$ cat config.mk
export PLATFORM = sky130hd
export DESIGN_NAME = canvas_paint_ctrl
export DESIGN_NICKNAME = d
export VERILOG_FILES = /design/src/rtl/canvas_paint_ctrl.sv
export SDC_FILE = /design/constraint.sdc
export NUM_CORES = 1
export LEC_CHECK = 0
export ABC_AREA = 1
export BUFFER_PORTS_ARGS = -buffer_cell sky130_fd_sc_hd__clkbuf_2
export CAP_MARGIN = 20
export CORE_UTILIZATION = 57
export DETAILED_ROUTE_END_ITERATION = 6
export GPL_ROUTABILITY_DRIVEN = 0
export PLACE_DENSITY_LB_ADDON = 0.05
export SKIP_LAST_GASP = 1
export SYNTH_ARGS = -nofsm -noshare
export SYNTH_HDL_FRONTEND = slang
export SYNTH_SLANG_ARGS = --single-unit
$ cat constraint.sdc
create_clock -name clk -period 1.9 [get_ports clk]
set_input_delay 0.285 -clock clk [delete_from_list [all_inputs] [get_ports clk]]
set_output_delay 0.285 -clock clk [all_outputs]
set_load 0.01 [all_outputs]
$ cat src/rtl/canvas_paint_ctrl.sv
// Canvas paint sequencer: debounces the direction buttons, moves a wrapping cursor, and
// issues paint or full-canvas clear writes over one valid/ready port.
module canvas_paint_ctrl #(
  parameter int COORD_W         = 4,
  parameter int DEBOUNCE_CYCLES = 4
) (
  input  logic                   clk,
  input  logic                   rst_n,
  input  logic                   ena,
  input  logic [3:0]             buttons,
  input  logic [2:0]             rgb_sel,
  input  logic                   brush,
  input  logic                   clear_req,
  output logic                   wr_valid,
  input  logic                   wr_ready,
  output logic [2*COORD_W-1:0]   wr_addr,
  output logic [2:0]             wr_data,
  output logic [COORD_W-1:0]     cur_x,
  output logic [COORD_W-1:0]     cur_y,
  output logic                   busy
);

  localparam int CNT_W = $clog2(DEBOUNCE_CYCLES + 1);

  typedef enum logic [1:0] {IDLE, PAINT, CLEAR} state_t;

  logic [3:0] move_ev;

  genvar gi;
  generate
    for (gi = 0; gi < 4; gi++) begin : g_btn
      logic             s1_q, s2_q;
      logic             deb_q, deb_d;
      logic             deb_prev_q;
      logic [CNT_W-1:0] cnt_q, cnt_d;

      // The count must saturate at DEBOUNCE_CYCLES while the level still differs
      // before the debounced state flips; any agreeing cycle restarts it.
      always_comb begin
        deb_d = deb_q;
        cnt_d = '0;
        if (s2_q != deb_q) begin
          if (cnt_q == CNT_W'(DEBOUNCE_CYCLES)) begin
            deb_d = s2_q;
          end else begin
            cnt_d = cnt_q + CNT_W'(1);
          end
        end
      end

      always_ff @(posedge clk or negedge rst_n) begin
        if (!rst_n) begin
          s1_q       <= 1'b0;
          s2_q       <= 1'b0;
          deb_q      <= 1'b0;
          deb_prev_q <= 1'b0;
          cnt_q      <= '0;
        end else begin
          s1_q       <= buttons[gi];
          s2_q       <= s1_q;
          deb_q      <= deb_d;
          deb_prev_q <= deb_q;
          cnt_q      <= cnt_d;
        end
      end

      assign move_ev[gi] = deb_q & ~deb_prev_q;
    end
  endgenerate

  state_t               state_q;
  logic                 wr_valid_q;
  logic [2*COORD_W-1:0] wr_addr_q;
  logic [2:0]           wr_data_q;
  logic [COORD_W-1:0]   cur_x_q, cur_y_q;
  logic [COORD_W-1:0]   cur_x_d, cur_y_d;
  logic                 busy_q;
  logic                 moved;

  logic ev_up, ev_down, ev_right, ev_left;
  assign ev_up    = move_ev[3];
  assign ev_down  = move_ev[2];
  assign ev_right = move_ev[1];
  assign ev_left  = move_ev[0];

  // Opposing events on one axis cancel; the other axis is unaffected.
  always_comb begin
    cur_x_d = cur_x_q;
    cur_y_d = cur_y_q;
    moved   = 1'b0;
    if (ev_up ^ ev_down) begin
      moved   = 1'b1;
      cur_y_d = ev_up ? cur_y_q - COORD_W'(1) : cur_y_q + COORD_W'(1);
    end
    if (ev_right ^ ev_left) begin
      moved   = 1'b1;
      cur_x_d = ev_right ? cur_x_q + COORD_W'(1) : cur_x_q - COORD_W'(1);
    end
  end

  always_ff @(posedge clk or negedge rst_n) begin
    if (!rst_n) begin
      state_q    <= IDLE;
      wr_valid_q <= 1'b0;
      wr_addr_q  <= '0;
      wr_data_q  <= '0;
      cur_x_q    <= '0;
      cur_y_q    <= '0;
      busy_q     <= 1'b0;
    end else begin
      case (state_q)
        IDLE: begin
          if (ena && clear_req) begin
            state_q    <= CLEAR;
            wr_addr_q  <= '0;
            wr_data_q  <= 3'b000;
            wr_valid_q <= 1'b1;
            busy_q     <= 1'b1;
          end else if (ena && moved) begin
            state_q    <= PAINT;
            cur_x_q    <= cur_x_d;
            cur_y_q    <= cur_y_d;
            wr_addr_q  <= {cur_y_d, cur_x_d};
            wr_data_q  <= brush ? rgb_sel : 3'b000;
            wr_valid_q <= 1'b1;
            busy_q     <= 1'b1;
          end
        end
        PAINT: begin
          if (wr_ready) begin
            state_q    <= IDLE;
            wr_valid_q <= 1'b0;
            busy_q     <= 1'b0;
          end
        end
        CLEAR: begin
          if (wr_ready) begin
            if (&wr_addr_q) begin
              state_q    <= IDLE;
              wr_valid_q <= 1'b0;
              busy_q     <= 1'b0;
            end else begin
              wr_addr_q <= wr_addr_q + (2*COORD_W)'(1);
            end
          end
        end
        default: begin
          state_q    <= IDLE;
          wr_valid_q <= 1'b0;
          busy_q     <= 1'b0;
        end
      endcase
    end
  end

  assign wr_valid = wr_valid_q;
  assign wr_addr  = wr_addr_q;
  assign wr_data  = wr_data_q;
  assign cur_x    = cur_x_q;
  assign cur_y    = cur_y_q;
  assign busy     = busy_q;

endmodule

Yosys cells after proc, flatten, opt, wreduce, memory -nomap -nowiden
Index checks and enable logic that the tools add are counted.
{ "totals": {"inputBits": 13, "mem_count": 0, "ff_bits": 50, "latchBits": 0, "rom_bits": 0, "mem_bits_rw": 0} }
{ "classes": {"n_bitwise": 11, "n_addsub": 9, "n_reduce_logical": 14, "eq_ne": 15, "shift": 0, "mux": 34, "n_lt_le_gt_ge": 0, "mul": 0, "n_div": 0} }
{ "ops": {"columns": ["operator", "n"], "rows": [
  ["two-way mux 3 bit", 11],
  ["two-way mux 8 bit", 4],
  ["two-way mux 4 bit", 4],
  ["one-hot mux 8 bit (2 select lines)", 1],
  ["adder 3 x 1 -> 3 bit (second input constant)", 4],
  ["== test 3 bit (second input constant)", 4],
  ["two-way mux 2 bit", 5],
  ["AND reduction 2 bit", 5],
  ["adder 4 x 1 -> 4 bit (second input constant)", 2],
  ["adder 8 x 1 -> 8 bit (second input constant)", 1],
  ["!= test 2 bit (second input constant)", 4],
  ["AND reduction 4 bit", 2],
  ["AND reduction 8 bit", 1],
  ["subtractor 4 x 1 -> 4 bit (second input constant)", 2],
  ["two-way mux 1 bit", 7],
  ["one-hot mux 2 bit (3 select lines)", 1],
  ["NOT 1 bit", 5],
  ["bitwise AND 1 bit", 4],
  ["!= test 1 bit", 4],
  ["nonzero test 2 bit", 2],
  ["!= test 3 bit (second input constant)", 1],
  ["one-hot mux 1 bit (3 select lines)", 1],
  ["AND reduction 3 bit", 1],
  ["== test 2 x 1 -> 1 bit (second input constant)", 1],
  ["4 further kinds", 6]
]} }

Depth between registers and ports, before layout
Gate-level depths: netlist of the first run.
{ "logic_depth": {"ltp_word": 9, "ltp_mapped": 14, "depth_no_buf": 14} }

Least setup slack after synthesis of the first run
OpenSTA, ideal clock, no wires.
{ "synth_path": {"path_kind": "reg-to-reg", "start": "register g_btn[1].deb_prev_q", "end": "register wr_addr_q[3] (netlist: wr_addr[3])", "setup_ps": 116, "path_stages_with_launch": 14, "t_arrival_ps": 1464, "required_ps": 1784, "slack_ps": 320, "period_less_slack_ps": 1580, "n_path_buf": 0, "cell_sequence": "dfrtp_1 inv_1 nand2_1 ha_1 a21oi_1 nand2_1 nand2_1 nand2_1 nor2_1 nor2_1 nand2_1 nand2_1 nand2_1 nand2_1"} }
{ "synth_between": {"elab_chain_cells": 7, "elab_cells_between_ends": 12} }
{ "synth_lines": {"columns": ["element", "line_no", "text"], "rows": [
  ["start: declaration", "34", "logic deb_prev_q;"],
  ["start signal: assignment", "62", "deb_prev_q <= deb_q;"],
  ["NOT 1 bit (*)", "67", "assign move_ev[gi] = deb_q & ~deb_prev_q;"],
  ["bitwise AND 1 bit (*)", "67", null],
  ["two-way mux 4 bit or XOR 1 bit (tied branches)", "97, 95", null],
  ["two-way mux 4 bit or two-way mux 1 bit (tied branches)", "95", "if (ev_right ^ ev_left) begin"],
  ["two-way mux 8 bit or logical AND 1 bit (tied branches)", "119", "end else if (ena && moved) begin"],
  ["two-way mux 8 bit or != test 3 bit (tied branches)", null, null],
  ["one-hot mux 8 bit (2 select lines) or AND reduction 4 bit (tied branches)", null, null],
  ["end signal: assignment", "123", "wr_addr_q <= {cur_y_d, cur_x_d};"],
  ["end signal: assignment", "143", "wr_addr_q <= wr_addr_q + (2*COORD_W)'(1);"],
  ["end: declaration", "73", "logic [2*COORD_W-1:0] wr_addr_q;"]
]} }
Every way passes the cells marked *; elsewhere a longest branch is shown, timed or not. The select of a mux whose other input is x is not followed.
A chain may end at the register's enable or synchronous reset.

Worst setup path in the final report of the first run
{ "layout_path": {"start": "register g_btn[3].deb_prev_q", "end": "register wr_addr_q[6] (netlist: wr_addr[6])"} }
{ "layout_between": {"elab_chain_cells": 8, "elab_cells_between_ends": 13} }
{ "layout_lines": {"columns": ["element", "line_no", "text"], "rows": [
  ["start: declaration", "34", null],
  ["start signal: assignment", "62", null],
  ["NOT 1 bit (*)", "67", null],
  ["bitwise AND 1 bit (*)", "67", null],
  ["XOR 1 bit", "91", "if (ev_up ^ ev_down) begin"],
  ["two-way mux 1 bit", "91", null],
  ["two-way mux 1 bit", "95", null],
  ["logical AND 1 bit", "119", null],
  ["!= test 3 bit (no line)", null, null],
  ["AND reduction 4 bit (no line)", null, null]
]} }
Marked as above.

==> run summary, run 1 <==
CP Data Required Time - 2.15 ns
Reg clk slew, reported paths - 0.09 ns
Final ANT Viol Nets - 0
Drc violations - 0
Sequential cell area fraction in the yosys report - 0.478
Initial antenna violation count - 0
# H-tree levels - 2
Nets@finish - 376
Clock latency at the later pin of the worst-skew pair - 0.30 ns
First-pass GRT wire length - 7.80 mm
Cells after synthesis - 308
Pleak - 1.61 nW
Setup violations, final - 0
Die H - 69.8 microns
Max clock buf depth - 2
Worst min-delay path class - in2reg
Cell variety after synth - 30
Tcrit/Tclk final - 0.893
Worst Reg-to-Reg Cells - 12
Mapped cell area - 2620 sq um
MaxCap Viol Count - 0
Final TNS setup - 0 ns
Yosys reg bits - 50
Root buf cell - clkbuf_8
Largest net degree at the start of global routing - 30
GRT overflow - 0
Measured slew at the worst slew-check pin - 0.596 ns
First-pass DRT Iterations - 4
Max Slew Vio Count - 0
Initial DRC count - 125
CP Capture Type - flop
Slew headroom - 0.603
Hold Crit Start - buttons[0]
CP Launch Type - flop
Outcome - complete, no violations
Row cnt - 24
Pwr Density - 1790 nW/um^2
Ratio of cells with drive above 1 in the final layout - 0.214
M1 WL - 2.10 mm
Wire length per cell - 11.1 microns
Avg Inst Size Synth - 8.50 sq um
Reg area - 1250 sq um
WL final - 4.48 mm
Final Worst Setup Slack - 0.203 ns
Min-Delay Path Depth - 1
Highest clock rate - 0.589 GHz
Vias - 1985
Hold Path Sink - g_btn[0].s1_q
CTS tree - done
Met3 routed WL - 192 microns
Die W - 69.8 microns
Most frequent cells in the layout - nand2_1, dfrtp_1, inv_1, clkbuf_2, nor2_1
Fill cell count - 369
Final hold viol count - 0
RSZ-0062 raised after global routing - no
Final worst path period need - 1.70 ns
Final HPWL DP - 3.46 mm
CTS sink cnt - 50
Io pins - 34
RR Startpoint - g_btn[3].deb_prev_q
FF-to-FF End - wr_addr[6]
Setup Skew - 0.00654 ns
Crit Path Category - reg2reg
Initial core utilization - 0.597
Ys Warns - 0
Metal2 WL - 2.14 mm
Dpl ws - 0.185 ns
Leading cell type in the layout, fill and taps excluded - nand2_1
Crit path max fanout - 4
Flop2flop setup slack - 0.20 ns
Die Area - 4870 sq um
Core area - 4380 sq um
Peak VDD IR - 0.996 mV
I/O Buffers - 33
Mapped Nets - 334
CTS Buf Count - 5
Multi-input combinational cell area - 1150 sq um
Total track usage - 0.203
Layout area overhead - 13.7%
Via density per instance - 4.93
Top routing layer in use - met4
Vias in the first global route - 1797
Arr. time, crit path - 1.95 ns
Diode count - 0
[how the worst max path moves through the flow]
stage | to | startpoint | slack, ns
global placement | wr_addr[6] | g_btn[3].deb_prev_q | 0.25
finish | wr_addr[6] | g_btn[3].deb_prev_q | 0.20
detailed placement | wr_addr[3] | g_btn[1].deb_q | 0.19
global route | wr_addr[3] | g_btn[1].deb_prev_q | 0.03
CTS | wr_addr[3] | g_btn[1].deb_prev_q | 0.18
floorplan | wr_addr[3] | g_btn[1].deb_prev_q | 0.32
[repair_timing]
action,CTS,global route
hold buffers,1,0
hold endpoints to repair,21,0
gates resized for setup,0,1
endpoints found under the setup margin,0,1
buffers inserted,0,0
[area by class of cell]
type	instances	share of cell area
multi-input combinational	203	0.385
clock buffer	6	0.0277
inverter	53	0.0689
tap	52	0.0218
timing repair buffer	37	0.0706
sequential	50	0.420
clock inverter	2	0.00546
[registers in the layout, summed over array words and instances (netlist names), 3 cells and up]
name,count
g_btn.cnt_q,12
g_btn.s1_q,4
cur_y,4
g_btn.s2_q,4
g_btn.deb_q,4
g_btn.deb_prev_q,4
wr_data,3
wr_addr,8
cur_x,4
[cell families (layout without fill, tap and decap cells)]
family	Yosys count	after routing	share of synthesized area
AOI/OAI and AO/OA	38	38	0.0803
muxes	1	1	0.00430
buffers and inverters	55	98	0.0855
xor gates and xnor gates	12	12	0.0401
DFF	50	50	0.478
and+or+nand+nor	139	139	0.247
adders and majority gates	13	13	0.0650
[stage by stage]
stage | util | total power, mW | cell area (sq um) | hold WS, ns | cells
finish | 0.679 | 5.33 | 2980 | 0.0841 | 403
global route | 0.679 | 5.84 | 2980 | 0.0656 | 403
CTS | 0.678 | 5.37 | 2970 | 0.0744 | 403
detailed placement | 0.654 | 4.69 | 2870 | 0.314 | 394
global placement | 0.654 | 4.60 | 2870 | 0.318 | 394
floorplan | - | 3.98 | 2620 | -0.0106 | 308
[Yosys cell counts]
| cell | number | area share |
|---|---|---|
| nand2_1 | 79 | 0.11 |
| dfrtp_1 | 50 | 0.48 |
| inv_1 | 47 | 0.067 |
| nor2_1 | 24 | 0.034 |
| o21ai_0 | 16 | 0.031 |
| nand3_1 | 15 | 0.029 |
| ha_1 | 12 | 0.057 |
| a21oi_1 | 10 | 0.019 |
| xnor2_1 | 8 | 0.027 |
| nand2_2 | 7 | 0.017 |
| nor2_4 | 5 | 0.021 |
| inv_2 | 4 | 0.0057 |
| o21ai_1 | 4 | 0.0076 |
| xor2_1 | 4 | 0.013 |
| nand2_4 | 3 | 0.013 |
| o21ai_2 | 3 | 0.010 |
| o22ai_1 | 3 | 0.0072 |
| nor2_2 | 2 | 0.0048 |
| a21oi_2 | 1 | 0.0033 |
| a31oi_1 | 1 | 0.0024 |
| buf_4 | 1 | 0.0029 |
| buf_6 | 1 | 0.0043 |
| clkinv_2 | 1 | 0.0019 |
| fa_1 | 1 | 0.0076 |
| inv_6 | 1 | 0.0033 |
| mux2_2 | 1 | 0.0043 |
| nand3_2 | 1 | 0.0038 |
| nand3_4 | 1 | 0.0067 |
| nand4_1 | 1 | 0.0024 |
| nor3_1 | 1 | 0.0019 |
[worst max-delay path, cell delays in order, from the launching register on]
cell,delay (ns)
dfrtp_1,0.42
inv_1,0.09
nand3_1,0.14
nand2_1,0.13
inv_1,0.05
ha_1,0.18
inv_1,0.07
nand4_1,0.09
a31oi_1,0.20
nand2_1,0.10
nand2_1,0.07
nand2_1,0.05
nand2_1,0.05
[per-layer routing]
metal / GRT usage / vias up
li1: - / 1033
met1: 0.278 / 903
met2: 0.318 / 42
met3: 0.0465 / 7
met4: 0.0689 / 0
met5: 0 / -
[report_power, final]
| group | total [mW] | switching, mW | leakage (nW) | internal (mW) |
|---|---|---|---|---|
| Sequential | 1.84 | 0.365 | 0.622 | 1.48 |
| Clock | 0.661 | 0.361 | 0.0478 | 0.300 |
| Combinational | 2.82 | 1.76 | 0.942 | 1.07 |
| Total | 5.33 | 2.48 | 1.61 | 2.84 |
Power figures use the tool's default switching activity.
==> run 2: changes to the inputs <==
--- a/config.mk
+++ b/config.mk
@@ -8,10 +8,11 @@
 export ABC_AREA = 1
 export BUFFER_PORTS_ARGS = -buffer_cell sky130_fd_sc_hd__clkbuf_2
 export CAP_MARGIN = 20
-export CORE_UTILIZATION = 57
+export CORE_UTILIZATION = 52
 export DETAILED_ROUTE_END_ITERATION = 6
 export GPL_ROUTABILITY_DRIVEN = 0
 export PLACE_DENSITY_LB_ADDON = 0.05
+export SETUP_SLACK_MARGIN = 0.2
 export SKIP_LAST_GASP = 1
 export SYNTH_ARGS = -nofsm -noshare
 export SYNTH_HDL_FRONTEND = slang
==> constraint.sdc (replaced) <==
create_clock -name clk -period 1.5 [get_ports clk]
set_input_delay 0.225 -clock clk [delete_from_list [all_inputs] [get_ports clk]]
set_output_delay 0.225 -clock clk [all_outputs]
set_load 0.01 [all_outputs]
==> run 2 against run 1 <==
  * Flip-flop and latch count is the same
  * Clock-buffer cell count is the same
  * Clock skew grew 0.0014 ns
  * Utilization grew 8.1 points
  * Highest routed layer unchanged
  * Critical endpoint is now wr_addr[2]
  * First-iteration DRC count grew 4.0%
  * Worst setup slack lost 0.40 ns
  * Sequential power grew 24%
  * The run now ends with setup timing left
  * Critical path depth shrank 2
==> run summary, run 2 (synthesis results as in run 1) <==
Measured slew at the worst slew-check pin - 0.417 ns (was 0.596 ns)
Io pins - 34 (unchanged)
RR Startpoint - g_btn[1].deb_q (was g_btn[3].deb_prev_q)
WL final - 6.02 mm (was 4.48 mm)
Most flop-heavy register - g_btn.cnt_q (unchanged)
Die H - 73.0 microns (was 69.8 microns)
Most frequent cells in the layout - nand2_1, dfrtp_1, inv_1, clkbuf_2, buf_4 (was nand2_1, dfrtp_1, inv_1, clkbuf_2, nor2_1)
Fill cell count - 336 (was 369)
CP Capture Type - flop (unchanged)
Flop2flop setup slack - -0.20 ns (was 0.20 ns)
Drc violations - 0 (unchanged)
Final hold viol count - 0 (unchanged)
Wire length per cell - 13.0 microns (was 11.1 microns)
Via density per instance - 4.95 (was 4.93)
Pleak - 1.89 nW (was 1.61 nW)
CTS Buf Count - 5 (unchanged)
Max clock buf depth - 2 (unchanged)
Hold Crit Start - buttons[3] (was buttons[0])
Reg area - 1250 sq um (about the same)
FF-to-FF End - wr_addr[2] (was wr_addr[6])
Root buf cell - clkbuf_8 (unchanged)
Diode count - 0 (unchanged)
Multi-input combinational cell area - 1350 sq um (was 1150 sq um)
Pwr Density - 2460 nW/um^2 (was 1790 nW/um^2)
Setup violations, final - 19 (was 0)
Setup Skew - 0.00797 ns (was 0.00654 ns)
Initial antenna violation count - 0 (unchanged)
Initial DRC count - 130 (was 125)
Min-Delay Path Depth - 1 (unchanged)
Highest clock rate - 0.589 GHz (about the same)
Clock latency at the later pin of the worst-skew pair - 0.31 ns (was 0.30 ns)
Total track usage - 0.241 (was 0.203)
Die W - 73.0 microns (was 69.8 microns)
Hold Path Sink - g_btn[3].s1_q (was g_btn[0].s1_q)
CP top delay family - flip-flops (was simple AND/OR/NAND/NOR gates)
CP Launch Type - flop (unchanged)
Failing checks - setup timing
CTS sink cnt - 50 (unchanged)
Peak VDD IR - 1.21 mV (was 0.996 mV)
GRT overflow - 0 (unchanged)
Final Worst Setup Slack - -0.198 ns (was 0.203 ns)
CP Data Required Time - 1.71 ns (was 2.15 ns)
Post-DP Area - 3110 sq um (was 2870 sq um)
Crit Path Category - reg2reg (unchanged)
Core area - 4790 sq um (was 4380 sq um)
RSZ-0062 raised after global routing - yes (was no)
CTS tree - done (unchanged)
Core Util, Final - 0.760 (was 0.679)
Final worst path period need - 1.70 ns (about the same)
Vias in the first global route - 2229 (was 1797)
Design Area, Final - 3640 sq um (was 2980 sq um)
Layout area overhead - 38.9% (was 13.7%)
Worst Hold Slack - 0.0144 ns (was 0.0841 ns)
Slowest cell delay on critical path - 0.41 ns (was 0.42 ns)
Row cnt - 25 (was 24)
Crit path max fanout - 3 (was 4)
Tcrit/Tclk final - 1.13 (was 0.893)
CP Buf/Inv Count - 2 (was 3)
Slowest library cell on the worst path - dfrtp_1 (unchanged)
I/O Buffers - 33 (unchanged)
Final ANT Viol Nets - 0 (unchanged)
CP dominant cell by count - nand2_1 (unchanged)
First-pass GRT wire length - 9.57 mm (was 7.80 mm)
Leading cell type in the layout, fill and taps excluded - nand2_1 (unchanged)
Worst min-delay path class - in2reg (unchanged)
First-pass DRT Iterations - 4 (unchanged)
Nets@finish - 422 (was 376)
Worst Reg-to-Reg Cells - 10 (was 12)
MaxCap Viol Count - 0 (unchanged)
Final HPWL DP - 3.78 mm (was 3.46 mm)
Dpl ws - -0.0934 ns (was 0.185 ns)
Largest net degree at the start of global routing - 51 (was 30)
Initial core utilization - 0.547 (was 0.597)
Slew headroom - 0.721 (was 0.603)
Cell Chain, Critical Path - inv_2 -> nor2_4 -> buf_6 -> fa_2 -> xor2_1 -> nand2_1 -> o21ai_2 -> o21ai_1 -> nand2_1 -> nand2_1 (was inv_1 -> nand3_1 -> nand2_1 -> inv_1 -> ha_1 -> inv_1 -> nand4_1 -> a31oi_1 -> nand2_1 -> nand2_1 -> nand2_1 -> nand2_1)
Max Slew Vio Count - 0 (unchanged)
Max reg flops - 12 (unchanged)
Vias - 2295 (was 1985)
Die Area - 5320 sq um (was 4870 sq um)
Arr. time, crit path - 1.90 ns (was 1.95 ns)
Outcome - finished with violations (was complete, no violations)
Ratio of cells with drive above 1 in the final layout - 0.416 (was 0.214)
# H-tree levels - 2 (unchanged)
Reg clk slew, reported paths - 0.08 ns (was 0.09 ns)
## run 2: how the worst max path moves through the flow
| stage | depth (start not counted) | end | start | slack (ns) |
|---|---|---|---|---|
| after floorplan | 10 | wr_data[0] | wr_addr[0] | -0.03 |
| after global placement | 11 | wr_addr[3] | g_btn[1].deb_prev_q | -0.06 |
| after detailed placement | 13 | wr_addr[3] | g_btn[1].deb_prev_q | -0.09 |
| after CTS | 10 | wr_addr[2] | wr_addr[1] | -0.10 |
| after global routing | 13 | wr_addr[3] | g_btn[1].deb_prev_q | -0.28 |
| final | 10 | wr_addr[2] | g_btn[1].deb_q | -0.20 |
## run 2: cell type report
type                    count  share of cell area
clock buffers               6              0.0200
clock inverters             2              0.0103
inverters                  53              0.0595
multi-input cells         204               0.371
flip-flops and latches     50               0.345
well taps                  67              0.0230
repair buffers             80               0.169
repair inverters            2             0.00310
## run 2: timing repair
action / CTS / global route
hold buffers: 1 / 2
pin swaps: 25 / 25
setup buffers: 13 / 4
resized for setup: 26 / 38
setup endpoints to repair: 22 / 22
endpoints found under the hold margin: 50 / 2
gates cloned: 4 / 0
## run 2: per-layer routing
layer  up-vias  GRT usage  wire length, microns
li1       1131          -                     -
met1      1090      0.309                  2600
met2        61      0.388                  2970
met3        13     0.0677                   317
met4         0     0.0893                   127
met5         -          0                     0
## run 2: where the power goes
group	switching, mW	internal (mW)
Combinational	3.20	2.52
Sequential	0.410	1.88
Clock	0.447	0.497
Total	4.06	4.90
## run 2: per-stage QoR
stage	cells	total power, mW	TNS (ns)
2_1_floorplan	308	5.16	-0.249
3_3_place_gp	432	6.43	-0.132
3_5_place_dp	432	6.55	-0.440
4_1_cts	458	8.19	-1.28
5_1_grt	464	9.68	-3.74
6_report	464	8.96	-1.48
==> run 3: changes to the inputs <==
--- a/config.mk
+++ b/config.mk
@@ -8,9 +8,11 @@
 export ABC_AREA = 1
 export BUFFER_PORTS_ARGS = -buffer_cell sky130_fd_sc_hd__clkbuf_2
 export CAP_MARGIN = 20
+export CORE_ASPECT_RATIO = 1.5
 export CORE_UTILIZATION = 52
 export DETAILED_ROUTE_END_ITERATION = 6
 export GPL_ROUTABILITY_DRIVEN = 0
+export MAX_ROUTING_LAYER = met4
 export PLACE_DENSITY_LB_ADDON = 0.05
 export SETUP_SLACK_MARGIN = 0.2
 export SKIP_LAST_GASP = 1
==> run 3 against run 2 <==
  * The run still ends with setup timing left
  * Highest routed layer unchanged
  * Total power is 8.2% lower
  * Global-route usage shrank 1.7 points
  * Utilization is 4.9 points lower
  * Non-clock buffer count fell by 6
  * Critical path depth grew 1
  * Sequential power hardly changed
  * Sequential share of layout area grew 1.9 points
  * Flip-flop and latch count unchanged
==> run summary, run 3 (synthesis results as in run 1) <==
Min-Delay Path Depth - 1 (unchanged)
CP top delay family - simple AND/OR/NAND/NOR gates (was flip-flops)
Die Area - 5330 sq um (was 5320 sq um)
Initial DRC count - 59 (was 130)
Placed insts - 432 (unchanged)
Vias in the first global route - 2018 (was 2229)
Worst Reg-to-Reg Cells - 11 (was 10)
Die W - 59.9 microns (was 73.0 microns)
Row cnt - 31 (was 25)
Core Util, Final - 0.711 (was 0.760)
Worst min-delay path class - in2reg (unchanged)
Final HPWL DP - 3.81 mm (was 3.78 mm)
Slew headroom - 0.801 (was 0.721)
Vias - 2168 (was 2295)
Measured slew at the worst slew-check pin - 0.298 ns (was 0.417 ns)
Reg clk slew, reported paths - 0.08 ns (about the same)
CTS sink cnt - 50 (unchanged)
Total track usage - 0.223 (was 0.241)
Crit path max fanout - 2 (was 3)
CTS Buf Count - 5 (unchanged)
CP Launch Type - flop (unchanged)
Initial core utilization - 0.540 (was 0.547)
Int Pwr - 4.59 mW (was 4.90 mW)
Slowest cell delay on critical path - 0.41 ns (about the same)
Outcome - finished with violations (unchanged)
Arr. time, crit path - 1.78 ns (was 1.90 ns)
GRT overflow - 0 (unchanged)
Clock share of power - 0.112 (was 0.105)
Most frequent cells in the layout - nand2_1, dfrtp_1, inv_1, buf_4, clkbuf_2 (was nand2_1, dfrtp_1, inv_1, clkbuf_2, buf_4)
Fill cell count - 399 (was 336)
Dpl ws - -0.0977 ns (was -0.0934 ns)
Switch Pwr - 3.63 mW (was 4.06 mW)
CTS tree - done (unchanged)
Peak VDD IR - 1.22 mV (was 1.21 mV)
First-pass GRT wire length - 8.49 mm (was 9.57 mm)
Via density per instance - 4.75 (was 4.95)
Final Worst Setup Slack - -0.0851 ns (was -0.198 ns)
Worst Hold Slack - 0.0298 ns (was 0.0144 ns)
Layout area overhead - 31.7% (was 38.9%)
Initial antenna violation count - 0 (unchanged)
Final hold viol count - 0 (unchanged)
Pwr Total - 8.22 mW (was 8.96 mW)
CP Buf/Inv Count - 1 (was 2)
Final ANT Viol Nets - 0 (unchanged)
Cell Chain, Critical Path - inv_1 -> nand2_2 -> ha_1 -> nand3_2 -> nand3_1 -> a21oi_1 -> nor2_1 -> nand2_1 -> nand2_1 -> nand2_1 -> nand2_1 (was inv_2 -> nor2_4 -> buf_6 -> fa_2 -> xor2_1 -> nand2_1 -> o21ai_2 -> o21ai_1 -> nand2_1 -> nand2_1)
Pwr Density - 2380 nW/um^2 (was 2460 nW/um^2)
CP Capture Type - flop (unchanged)
Largest net degree at the start of global routing - 51 (unchanged)
Max clock buf depth - 2 (unchanged)
Tcrit/Tclk final - 1.06 (was 1.13)
Sw Ratio - 0.442 (was 0.453)
Finished Layout Cells - 456 (was 464)
CP dominant cell by count - nand2_1 (unchanged)
Crit Path Category - reg2reg (unchanged)
Io pins - 34 (unchanged)
Drc violations - 0 (unchanged)
Highest clock rate - 0.631 GHz (was 0.589 GHz)
Root buf cell - clkbuf_8 (unchanged)
Pleak - 1.82 nW (was 1.89 nW)
Max Slew Vio Count - 0 (unchanged)
Diode count - 0 (unchanged)
Wire length per cell - 11.5 microns (was 13.0 microns)
Failing checks - setup timing (unchanged)
Final worst path period need - 1.59 ns (was 1.70 ns)
WL final - 5.26 mm (was 6.02 mm)
Final TNS setup - -0.517 ns (was -1.48 ns)
RSZ-0062 raised after global routing - yes (unchanged)
Clock latency at the later pin of the worst-skew pair - 0.30 ns (was 0.31 ns)
Setup violations, final - 12 (was 19)
# H-tree levels - 2 (unchanged)
Leading cell type in the layout, fill and taps excluded - nand2_1 (unchanged)
Seq pwr share - 0.277 (was 0.255)
CP Data Required Time - 1.70 ns (was 1.71 ns)
Logic pwr share - 0.610 (was 0.639)
Die H - 88.9 microns (was 73.0 microns)
MaxCap Viol Count - 0 (unchanged)
Ratio of cells with drive above 1 in the final layout - 0.364 (was 0.416)
Max reg flops - 12 (unchanged)
I/O Buffers - 33 (unchanged)
Reg area - 1250 sq um (unchanged)
First-pass DRT Iterations - 4 (unchanged)
Post-DP Area - 3100 sq um (was 3110 sq um)
Design Area, Final - 3450 sq um (was 3640 sq um)
Core area - 4850 sq um (was 4790 sq um)
Multi-input combinational cell area - 1290 sq um (was 1350 sq um)
Nets@finish - 415 (was 422)
Most flop-heavy register - g_btn.cnt_q (unchanged)
Slowest library cell on the worst path - dfrtp_1 (unchanged)
Setup Skew - 0.00626 ns (was 0.00797 ns)
Worst path depth - 11 (was 10)
run 3: cell types whose count changed in the layout (fill, tap and decap cells not counted), sizes merged:
cell	change
buf	-4
clkinv	+2
clkinvlp	-2
clkbuf	+1
inv	-2
dlygate4sd3	-2
run 3: layout make-up:
type                    instances  area share
clock inverters                 1     0.00871
flip-flops and latches         50       0.363
inverters                      53      0.0602
well taps                      66      0.0239
multi-input cells             204       0.375
repair inverters                1     0.00181
clock buffers                   7      0.0221
repair buffers                 74       0.145
run 3: worst paths after layout:
check                               startpoint  slack [ns]       endpoint
min                                 buttons[3]        0.03  g_btn[3].s1_q
min in group asynchronous                rst_n        0.44       cur_x[1]
max in group asynchronous                rst_n        0.80       cur_x[0]
min reg2reg                      g_btn[0].s1_q        0.36  g_btn[0].s2_q
max                        g_btn[1].deb_prev_q       -0.09     wr_addr[3]
max reg2reg                g_btn[1].deb_prev_q       -0.09     wr_addr[3]
run 3: power groups by stage:
stage,Clock (mW),Combinational [mW],Sequential (mW)
after floorplan,0,2.75,2.41
after global placement,0,4.24,2.28
after detailed placement,0,4.31,2.29
after CTS,0.956,4.70,2.28
after global routing,1.00,5.64,2.35
final,0.921,5.02,2.28
run 3: per-layer routing:
layer / share of wire / vias up / global-route usage
met1: 0.41 / 1014 / 0.243
met2: 0.55 / 30 / 0.389
met5: 0 / - / -
met3: 0.023 / 6 / 0.0434
li1: - / 1118 / -
met4: 0.019 / 0 / 0.0930
run 3: worst reg2reg max path, cell delays in order (launching register included):
cell and delay, ns:
dfrtp_1 0.41, inv_1 0.07, nand2_2 0.08, ha_1 0.29
nand3_2 0.09, nand3_1 0.10, a21oi_1 0.16, nor2_1 0.07
nand2_1 0.06, nand2_1 0.05, nand2_1 0.06, nand2_1 0.05
run 3: repair_timing:
| item | 4_1_cts | 5_1_grt |
|---|---|---|
| setup buffers | 7 | 6 |
| endpoints found under the setup margin | 22 | 22 |
| endpoints found under the hold margin | 50 | 0 |
| gates resized for setup | 18 | 18 |
| pin swaps | 19 | 17 |
| cloned | 2 | 0 |
| hold buffers | 1 | 0 |
